`src/rtl/gpr_pkg.sv`:
```
// Shared register-file constants and the write-request record used by the
// write-back arbiter and its result buffer.
package gpr_pkg;
  localparam int REG_W  = 5;
  localparam int DATA_W = 32;
  localparam logic [REG_W-1:0] R0 = '0;

  // One pending register-file write: destination and value.
  typedef struct packed {
    logic [REG_W-1:0]  sel;
    logic [DATA_W-1:0] data;
  } wb_req_t;
endpackage

```
`src/rtl/wb_fifo.sv`:
```
// Result buffer for long-latency (mul/div) writes.
// DEPTH-entry ring with a head pointer and per-entry valid bits. The tail is
// head + count, so a head/tail collision is resolved by the count.
// Entries whose sel matches i_sq_sel are squashed. Survivors are re-packed
// behind the head on every edge, so no holes remain and a squash never costs
// a write slot.
// Ports:
//   i_clk, i_rst_n             clock, async active-low reset
//   i_push/i_push_sel/data     append at tail (caller guarantees not full)
//   i_pop                      drop the head (caller guarantees head valid)
//   i_sq_en/i_sq_sel           invalidate every entry with this sel
//   o_head_vld/sel/data        oldest valid entry
//   o_count                    number of valid entries
module wb_fifo
  import gpr_pkg::*;
#(
  parameter int DEPTH = 2
) (
  input  logic              i_clk,
  input  logic              i_rst_n,
  input  logic              i_push,
  input  logic [REG_W-1:0]  i_push_sel,
  input  logic [DATA_W-1:0] i_push_data,
  input  logic              i_pop,
  input  logic              i_sq_en,
  input  logic [REG_W-1:0]  i_sq_sel,
  output logic              o_head_vld,
  output logic [REG_W-1:0]  o_head_sel,
  output logic [DATA_W-1:0] o_head_data,
  output logic [2:0]        o_count
);
  localparam int PW = $clog2(DEPTH);

  wb_req_t          r_ent [DEPTH];
  logic [DEPTH-1:0] r_vld;
  logic [PW-1:0]    r_head;
  logic [2:0]       r_cnt;

  wb_req_t          w_lst     [DEPTH];   // survivors in logical (age) order
  wb_req_t          w_ent_nxt [DEPTH];
  logic [DEPTH-1:0] w_vld_nxt;
  logic [PW-1:0]    w_head_nxt;
  logic [PW-1:0]    w_phys;
  logic [2:0]       w_n;

  always_comb begin
    w_n        = '0;
    w_phys     = '0;
    w_vld_nxt  = '0;
    w_head_nxt = r_head + PW'(i_pop);
    for (int j = 0; j < DEPTH; j++) begin
      w_lst[j]     = '0;
      w_ent_nxt[j] = '0;
    end
    // Walk from the head, keeping entries that are neither popped nor squashed.
    for (int k = 0; k < DEPTH; k++) begin
      w_phys = r_head + PW'(k);
      if (r_vld[w_phys] && !(i_sq_en && r_ent[w_phys].sel == i_sq_sel) &&
          !(i_pop && k == 0)) begin
        w_lst[w_n[PW-1:0]] = r_ent[w_phys];
        w_n = w_n + 3'd1;
      end
    end
    if (i_push) begin
      w_lst[w_n[PW-1:0]] = '{sel: i_push_sel, data: i_push_data};
      w_n = w_n + 3'd1;
    end
    // Lay the survivors back down contiguously from the new head.
    for (int j = 0; j < DEPTH; j++) begin
      w_phys            = w_head_nxt + PW'(j);
      w_ent_nxt[w_phys] = w_lst[j];
      w_vld_nxt[w_phys] = (3'(j) < w_n);
    end
  end

  always_ff @(posedge i_clk or negedge i_rst_n) begin
    if (!i_rst_n) begin
      r_vld  <= '0;
      r_head <= '0;
      r_cnt  <= '0;
      for (int j = 0; j < DEPTH; j++) r_ent[j] <= '0;
    end else begin
      r_vld  <= w_vld_nxt;
      r_head <= w_head_nxt;
      r_cnt  <= w_n;
      for (int j = 0; j < DEPTH; j++) r_ent[j] <= w_ent_nxt[j];
    end
  end

  assign o_head_vld  = r_vld[r_head];
  assign o_head_sel  = r_ent[r_head].sel;
  assign o_head_data = r_ent[r_head].data;
  assign o_count     = r_cnt;
endmodule

```
`src/rtl/wb_write_arbiter.sv`:
```
// Register-file write-back arbiter.
// The in-order ALU result cannot stall, so it always wins. Mul/div results
// issue directly when the buffer is empty and the port is free. Otherwise
// they wait in wb_fifo. An ALU write to X kills any older pending write to X.
// Ports:
//   clk, rst_n                      clock, async active-low reset
//   alu_valid/alu_sel/alu_data      unstallable ALU result
//   md_valid/md_sel/md_data         mul/div offer, md_ready handshake
//   WE/WeSel/WData                  registered register-file write port
//   buf_count                       buffered mul/div entries
module wb_write_arbiter
  import gpr_pkg::*;
#(
  parameter int DEPTH = 2
) (
  input  logic              clk,
  input  logic              rst_n,
  input  logic              alu_valid,
  input  logic [REG_W-1:0]  alu_sel,
  input  logic [DATA_W-1:0] alu_data,
  input  logic              md_valid,
  input  logic [REG_W-1:0]  md_sel,
  input  logic [DATA_W-1:0] md_data,
  output logic              md_ready,
  output logic              WE,
  output logic [REG_W-1:0]  WeSel,
  output logic [DATA_W-1:0] WData,
  output logic [2:0]        buf_count
);
  logic              w_head_vld;
  logic [REG_W-1:0]  w_head_sel;
  logic [DATA_W-1:0] w_head_data;
  logic [2:0]        w_cnt;
  logic              w_alu_wr, w_md_xfer, w_md_kill, w_bypass, w_push, w_pop;
  logic              w_sel_any;
  logic [REG_W-1:0]  w_sel_sel;
  logic [DATA_W-1:0] w_sel_data;

  // Depends only on buffer occupancy, never on md_valid.
  assign md_ready  = rst_n && (w_cnt < 3'(DEPTH));
  assign w_alu_wr  = alu_valid && (alu_sel != R0);
  assign w_md_xfer = md_valid && md_ready;
  // R0 writes are accepted and dropped; a same-edge ALU write supersedes md.
  assign w_md_kill = w_md_xfer && ((md_sel == R0) || (w_alu_wr && md_sel == alu_sel));
  assign w_bypass  = w_md_xfer && !w_md_kill && !w_alu_wr && !w_head_vld;
  assign w_push    = w_md_xfer && !w_md_kill && !w_bypass;
  assign w_pop     = !w_alu_wr && w_head_vld;

  always_comb begin
    w_sel_any  = 1'b0;
    w_sel_sel  = '0;
    w_sel_data = '0;
    if (w_alu_wr) begin
      w_sel_any  = 1'b1;
      w_sel_sel  = alu_sel;
      w_sel_data = alu_data;
    end else if (w_head_vld) begin
      w_sel_any  = 1'b1;
      w_sel_sel  = w_head_sel;
      w_sel_data = w_head_data;
    end else if (w_bypass) begin
      w_sel_any  = 1'b1;
      w_sel_sel  = md_sel;
      w_sel_data = md_data;
    end
  end

  wb_fifo #(.DEPTH(DEPTH)) u_fifo (
    .i_clk       (clk),
    .i_rst_n     (rst_n),
    .i_push      (w_push),
    .i_push_sel  (md_sel),
    .i_push_data (md_data),
    .i_pop       (w_pop),
    .i_sq_en     (w_alu_wr),
    .i_sq_sel    (alu_sel),
    .o_head_vld  (w_head_vld),
    .o_head_sel  (w_head_sel),
    .o_head_data (w_head_data),
    .o_count     (w_cnt)
  );

  // Select/data hold when idle so the register file sees a quiet bus.
  always_ff @(posedge clk or negedge rst_n) begin
    if (!rst_n) begin
      WE    <= 1'b0;
      WeSel <= '0;
      WData <= '0;
    end else begin
      WE <= w_sel_any;
      if (w_sel_any) begin
        WeSel <= w_sel_sel;
        WData <= w_sel_data;
      end
    end
  end

  assign buf_count = w_cnt;
endmodule

```
`config.mk`:
```
export PLATFORM = sky130hd
export DESIGN_NAME = wb_write_arbiter
export DESIGN_NICKNAME = d
export VERILOG_FILES = /design/src/rtl/gpr_pkg.sv /design/src/rtl/wb_fifo.sv /design/src/rtl/wb_write_arbiter.sv
export SDC_FILE = /design/constraint.sdc
export NUM_CORES = 1
export LEC_CHECK = 0
export ABC_CLOCK_PERIOD_IN_PS = 4000
export BUFFER_PORTS_ARGS = -buffer_cell sky130_fd_sc_hd__buf_2
export CORE_ASPECT_RATIO = 1.75
export CORE_MARGIN = 2
export CORE_UTILIZATION = 52
export DETAILED_ROUTE_END_ITERATION = 10
export PLACE_DENSITY_LB_ADDON = 0.3
export SLEW_MARGIN = 20
export SYNTH_ARGS = -nofsm -noshare
export SYNTH_HDL_FRONTEND = slang
export SYNTH_HIERARCHICAL = 1
export SYNTH_SLANG_ARGS = --single-unit
export TNS_END_PERCENT = 5
```
`constraint.sdc`:
```
create_clock -name clk -period 4 [get_ports clk]
set_input_delay 0.8 -clock clk [delete_from_list [all_inputs] [get_ports clk]]
set_output_delay 0.8 -clock clk [all_outputs]
set_load 0.02 [all_outputs]
```
======== Word level (Yosys, flattened, before mapping) ========
Index checks and enable logic that the tools add are counted.
operators by class
  add/subtract/negate cells ............... 5
  $lt $le $gt $ge ......................... 19
  equal/unequal tests ..................... 3
  mux-type cells .......................... 41
  bitwise operators ....................... 8
  reduce and logical (&&, ||, !) cells .... 31
operators by type and width
  operator                                                                       count
  37-bit 2-to-1 mux                                                              11
  74-bit bitwise mux                                                             3
  37-bit demux with 1-bit select                                                 4
  74-bit 2-to-1 mux                                                              2
  32-bit 2-to-1 mux                                                              3
  74-bit bitwise AND                                                             1
  1-bit logical AND                                                              21
  5-bit == test                                                                  3
  5-bit 2-to-1 mux                                                               3
  2-bit greater-or-equal comparator (second input constant)                      6
  1-bit NOT with 2-bit output                                                    6
  1-bit 2-to-1 mux                                                               10
  1-bit by 2-bit less-than comparator with 1-bit output (second input constant)  4
  2-bit by 1-bit less-than comparator with 1-bit output (second input constant)  4
  1-bit zero test                                                                7
  3-bit by 1-bit adder with 3-bit output (second input constant)                 2
  1-bit by 3-bit less-than comparator with 1-bit output (first input constant)   2
  3-bit 2-to-1 mux                                                               2
  5-bit zero test                                                                1
  5-bit nonzero test                                                             1
  3-bit by 2-bit less-than comparator with 1-bit output (second input constant)  1
  1-bit adder (second input constant)                                            2
  2-bit bitwise AND                                                              1
  2-bit bitwise mux                                                              1
  4 further kinds                                                                6
storage, ports and cells
  register bits after elaboration ......... 118
  input bits .............................. 78
  output and inout bits ................... 42
  logic and storage cells ................. 117

======== Depth between registers and ports, before layout ========
  depth in word-level cells ............... 21
  gate-level depth with buffers ........... 16
  gate-level depth less buffers ........... 10

======== Cells and area by module ========
The synthesis kept the hierarchy.
by module, submodules not included
  module            instances  cells an instance  area an instance (µm²)  sequential area each (µm²)
  wb_fifo           1          560                5401.4                  2001.9
  wb_write_arbiter  1          264                2436.1                  950.9

======== Worst setup path before layout ========
OpenSTA, ideal clock, no wires.
  path kind ............................... input-to-reg
  start point ............................. input port alu_sel[1]
  end point ............................... register, netlist name u_fifo/r_ent[46]
  library setup time ...................... 0.138 ns
  data arrival time ....................... 3.877 ns
  data required time ...................... 3.862 ns
  setup slack ............................. -0.015 ns
  cell stages on the path ................. 14
  path buffers ............................ 5
  cells stage by stage .................... or4_1 -> o21ai_2 -> inv_2 -> buf_2 -> nor2b_1 -> clkbuf_1 -> a211o_1 -> buf_2 -> ha_1 -> clkbuf_1 -> nand2_1 -> clkbuf_1 -> a41oi_1 -> o22ai_1
RTL lines
  element             line                    RTL
  start: declaration  wb_write_arbiter.sv:19  input logic [REG_W-1:0] alu_sel,

==> results.yml <==
place:
  placed_area_um2: 8530
  io_buffers: 119
  dp_cells: 1070
  dpl.hpwl_um: 15700
  pre_cts_slack_ns: -0.0356
  gp_congestion: 0.917
die:
  start_util_pct: 52.8
  die_w_um: 96.8
  std_cell_rows: 59
  io_pins: 120
  dieArea_um2: 16100
  dieHeight_um: 166
  core_um2: 14800
layout:
  fin_cells: 1103
  areaGrowthSynthToFinish_pct: 16.7
  layout-drive-gt1-share_pct: 29.7
  fillers: 1290
  stdcell_area_um2: 9140
  ff_latch_area_um2: 2960
  finish.utilization_pct: 61.6
  finalNetCount: 987
  multi_input_area_um2: 4410
worst_setup_path:
  r2r_cells: 10
  path_cells: "mux2i_1 -> inv_2 -> clkinv_1 -> nor2_2 -> a211o_1 -> ha_1 -> and2_1 -> a2111oi_0 -> mux2i_1 -> o21ai_0"
  cpPeakStageDelay_ns: 0.77
  reg2reg_slack_ns: 0.31
  startpoint: "u_fifo/r_head$_DFF_PN0_"
  worstSetupStartpointType: "flop"
  endpoint: "u_fifo/r_ent[56]$_DFF_PN0_"
  cp-end-kind: "flop"
  cp.required_ns: 4.32
  cp_common_cell: "mux2i_1"
  cp_data_arrival_time_ns: 4.01
  critPathMaxFanout: 34
  path_class: "reg2reg"
  worst_r2r_endpoint: "u_fifo/r_ent[56]$_DFF_PN0_"
  rr_startpoint: "u_fifo/r_head$_DFF_PN0_"
  crit_path_top_delay_cell: "dfrtp_4"
timing:
  clock_skew_ns: 0.0101
  final.setup.worst_slack_ns: 0.308
  fmax_mhz: 271
  hold-worst-slack_ns: 0.489
  rsz0062_at_grt: "false"
  setup_tns_ns: 0
  worst_slew_pin_slew_ns: 0.995
  final.period_utilization_pct: 92.3
  drv_slew: 0
  max_slew_margin_pct: 33.6
  hold_viol: 0
  period_needed_ns: 3.69
  finalSetupViolCount: 0
power:
  finalPower_mw: 8.55
  total_leakage_power_nw: 3.95
  p_per_area_nw_per_um2: 935
  ir_worst_vdd_mv: 0.501
clocking:
  hold_buffers: 0
  cts_buffers: 17
  cts_tree: "yes"
  cts_max_level: 4
  cts_resized: 0
  post_cts_buffers: 0
  clockBufferDepth: 2
  clk_latency_ns: 0.42
  cts_root_buf: "clkbuf_16"
  cts.sinks: 118
  clk_pin_slew_ns: 0.06
yosys:
  async_reset_ff_share_pct: 100
  ys_seq_area_share_pct: 37.7
  synth_top_area_cell: "dfrtp_1"
  synth_seq_cells: 118
  yosysUniqueCellTypes: 47
  synth_top_area_share_pct: 37.7
  syn_area_um2: 7840
  yosys-top-cells-area: "dfrtp_1, mux2_2, o21ai_0, o22ai_1, a211oi_1"
  yosysWarnings: 6
  avgSynthCellArea_um2: 9.51
  synth-main-ff-cell: "dfrtp_1"
  syn_nets: 905
  synth_edf_count: 0
  synth_cells: 824
global_routing:
  top_usage_layer: "met2"
  antenna_found_initial: 1
  met3_usage_pct: 5.85
  use_met2_pct: 49.4
  grt_pass1_vias: 7416
  grt_util_met1_pct: 35.2
  grt_usage_pct: 29.2
  grt_max_degree: 92
  grt_overflow: 0
  grt_pass1_wl_um: 38100
drt:
  ant_nets: 0
  vias: 7477
  routedWlPerCell_um: 21.6
  avgViaCountPerCell: 6.78
  dr.pass1.iters: 5
  first_iter_violations: 665
  drc: 0
  route.final.wire_length_um: 23800
outcome:
  outcome: "completed"
flow_run:
  cap_violations: 0
min_path:
  worst_hold_startpoint: "WeSel[3]$_DFFE_PN0P_"
  hold_path_class: "reg2reg"
## state kept, by name, summed over array words and instances (netlist names)
signal	flops
WE	1
u_fifo/o_count	3
WeSel	5
u_fifo/r_ent	74
u_fifo/r_vld	2
u_fifo/r_head	1
WData	32
## area by class of cell
| type | count | area share (%) |
|---|---|---|
| well taps | 183 | 2.50 |
| clock inverters | 12 | 1.66 |
| flip-flops and latches | 118 | 32.3 |
| repair buffers | 155 | 9.63 |
| inverters | 14 | 0.575 |
| multi-input cells | 600 | 48.3 |
| diodes | 1 | 0.0274 |
| clock buffers | 20 | 5.00 |
## cells in the final DEF (no fill, tap or decap), types with 5 or more instances in the layout
cell type / n
nor2b_1: 34
xnor2_1: 9
dfrtp_1: 117
nor2_1: 35
buf_2: 118
o31ai_1: 31
and3_1: 30
a211oi_2: 9
nand2_1: 29
a21oi_1: 6
mux2_2: 58
a311oi_1: 27
buf_4: 36
clkbuf_16: 17
xor2_1: 7
a41oi_1: 28
inv_2: 5
o22ai_1: 56
or3_1: 5
mux2i_1: 23
mux2_1: 5
nand4_1: 31
inv_1: 7
a211oi_1: 45
o21ai_0: 79
a32oi_1: 19
## critical path, delay by kind of cell (launching register included)
| kind | cells | cell delay [ns] |
|---|---|---|
| flip-flops | 1 | 0.77 |
| buffers and inverters | 2 | 0.16 |
| multiplexers | 2 | 0.96 |
| adder cells (fa/ha/maj) | 1 | 0.43 |
| AO/OA/AOI/OAI | 3 | 0.97 |
| AND/OR/NAND/NOR | 2 | 0.28 |
## how the worst min path moves through the flow
stage                     slack, ns  depth (start not counted)                    to
after floorplan                0.50                          0  WData[0]$_DFFE_PN0P_
after CTS                      0.49                          1  WeSel[3]$_DFFE_PN0P_
after global placement         0.48                          1  WeSel[3]$_DFFE_PN0P_
final                          0.49                          1  WeSel[3]$_DFFE_PN0P_
after global routing           0.51                          1  WeSel[3]$_DFFE_PN0P_
after detailed placement       0.48                          1  WeSel[3]$_DFFE_PN0P_
## report_power, final
part,switching (mW),internal [mW]
sequential,0.363,1.76
combinational,3.14,1.70
clock,0.572,1.01
## Yosys cell counts, types with 10 or more instances
| cell type | number |
|---|---|
| nand4_1 | 31 |
| xnor2_1 | 10 |
| a41oi_1 | 28 |
| dfrtp_1 | 118 |
| buf_2 | 24 |
| o22ai_1 | 56 |
| o31ai_1 | 31 |
| a211oi_1 | 46 |
| a32oi_1 | 19 |
| nor2_1 | 37 |
| a311oi_1 | 27 |
| nor2b_1 | 34 |
| clkbuf_1 | 54 |
| and3_1 | 30 |
| mux2i_1 | 23 |
| mux2_2 | 58 |
| nand2_1 | 30 |
| o21ai_0 | 79 |
## cells by family (layout without fill, tap and decap cells)
kind of cell               after synthesis  count (layout)  share of synthesized area [%]
AOI/OAI and AO/OA                      313             313                           28.4
and+or+nand+nor                        179             179                           12.6
DFF                                    118             118                           37.7
buffers and inverters                  106             201                           6.47
muxes                                   88              88                           12.4
xor gates and xnor gates                17              17                           1.90
adders and majority gates                3               3                          0.575
other                                    0               1                              0
## routing by layer
layer / share of wire [%] / vias to the layer above
li1: - / 3397
met1: 38 / 3636
met2: 52 / 373
met3: 6.6 / 71
met4: 3.6 / 0
met5: 0 / -
(Power assumes the default switching activity.)
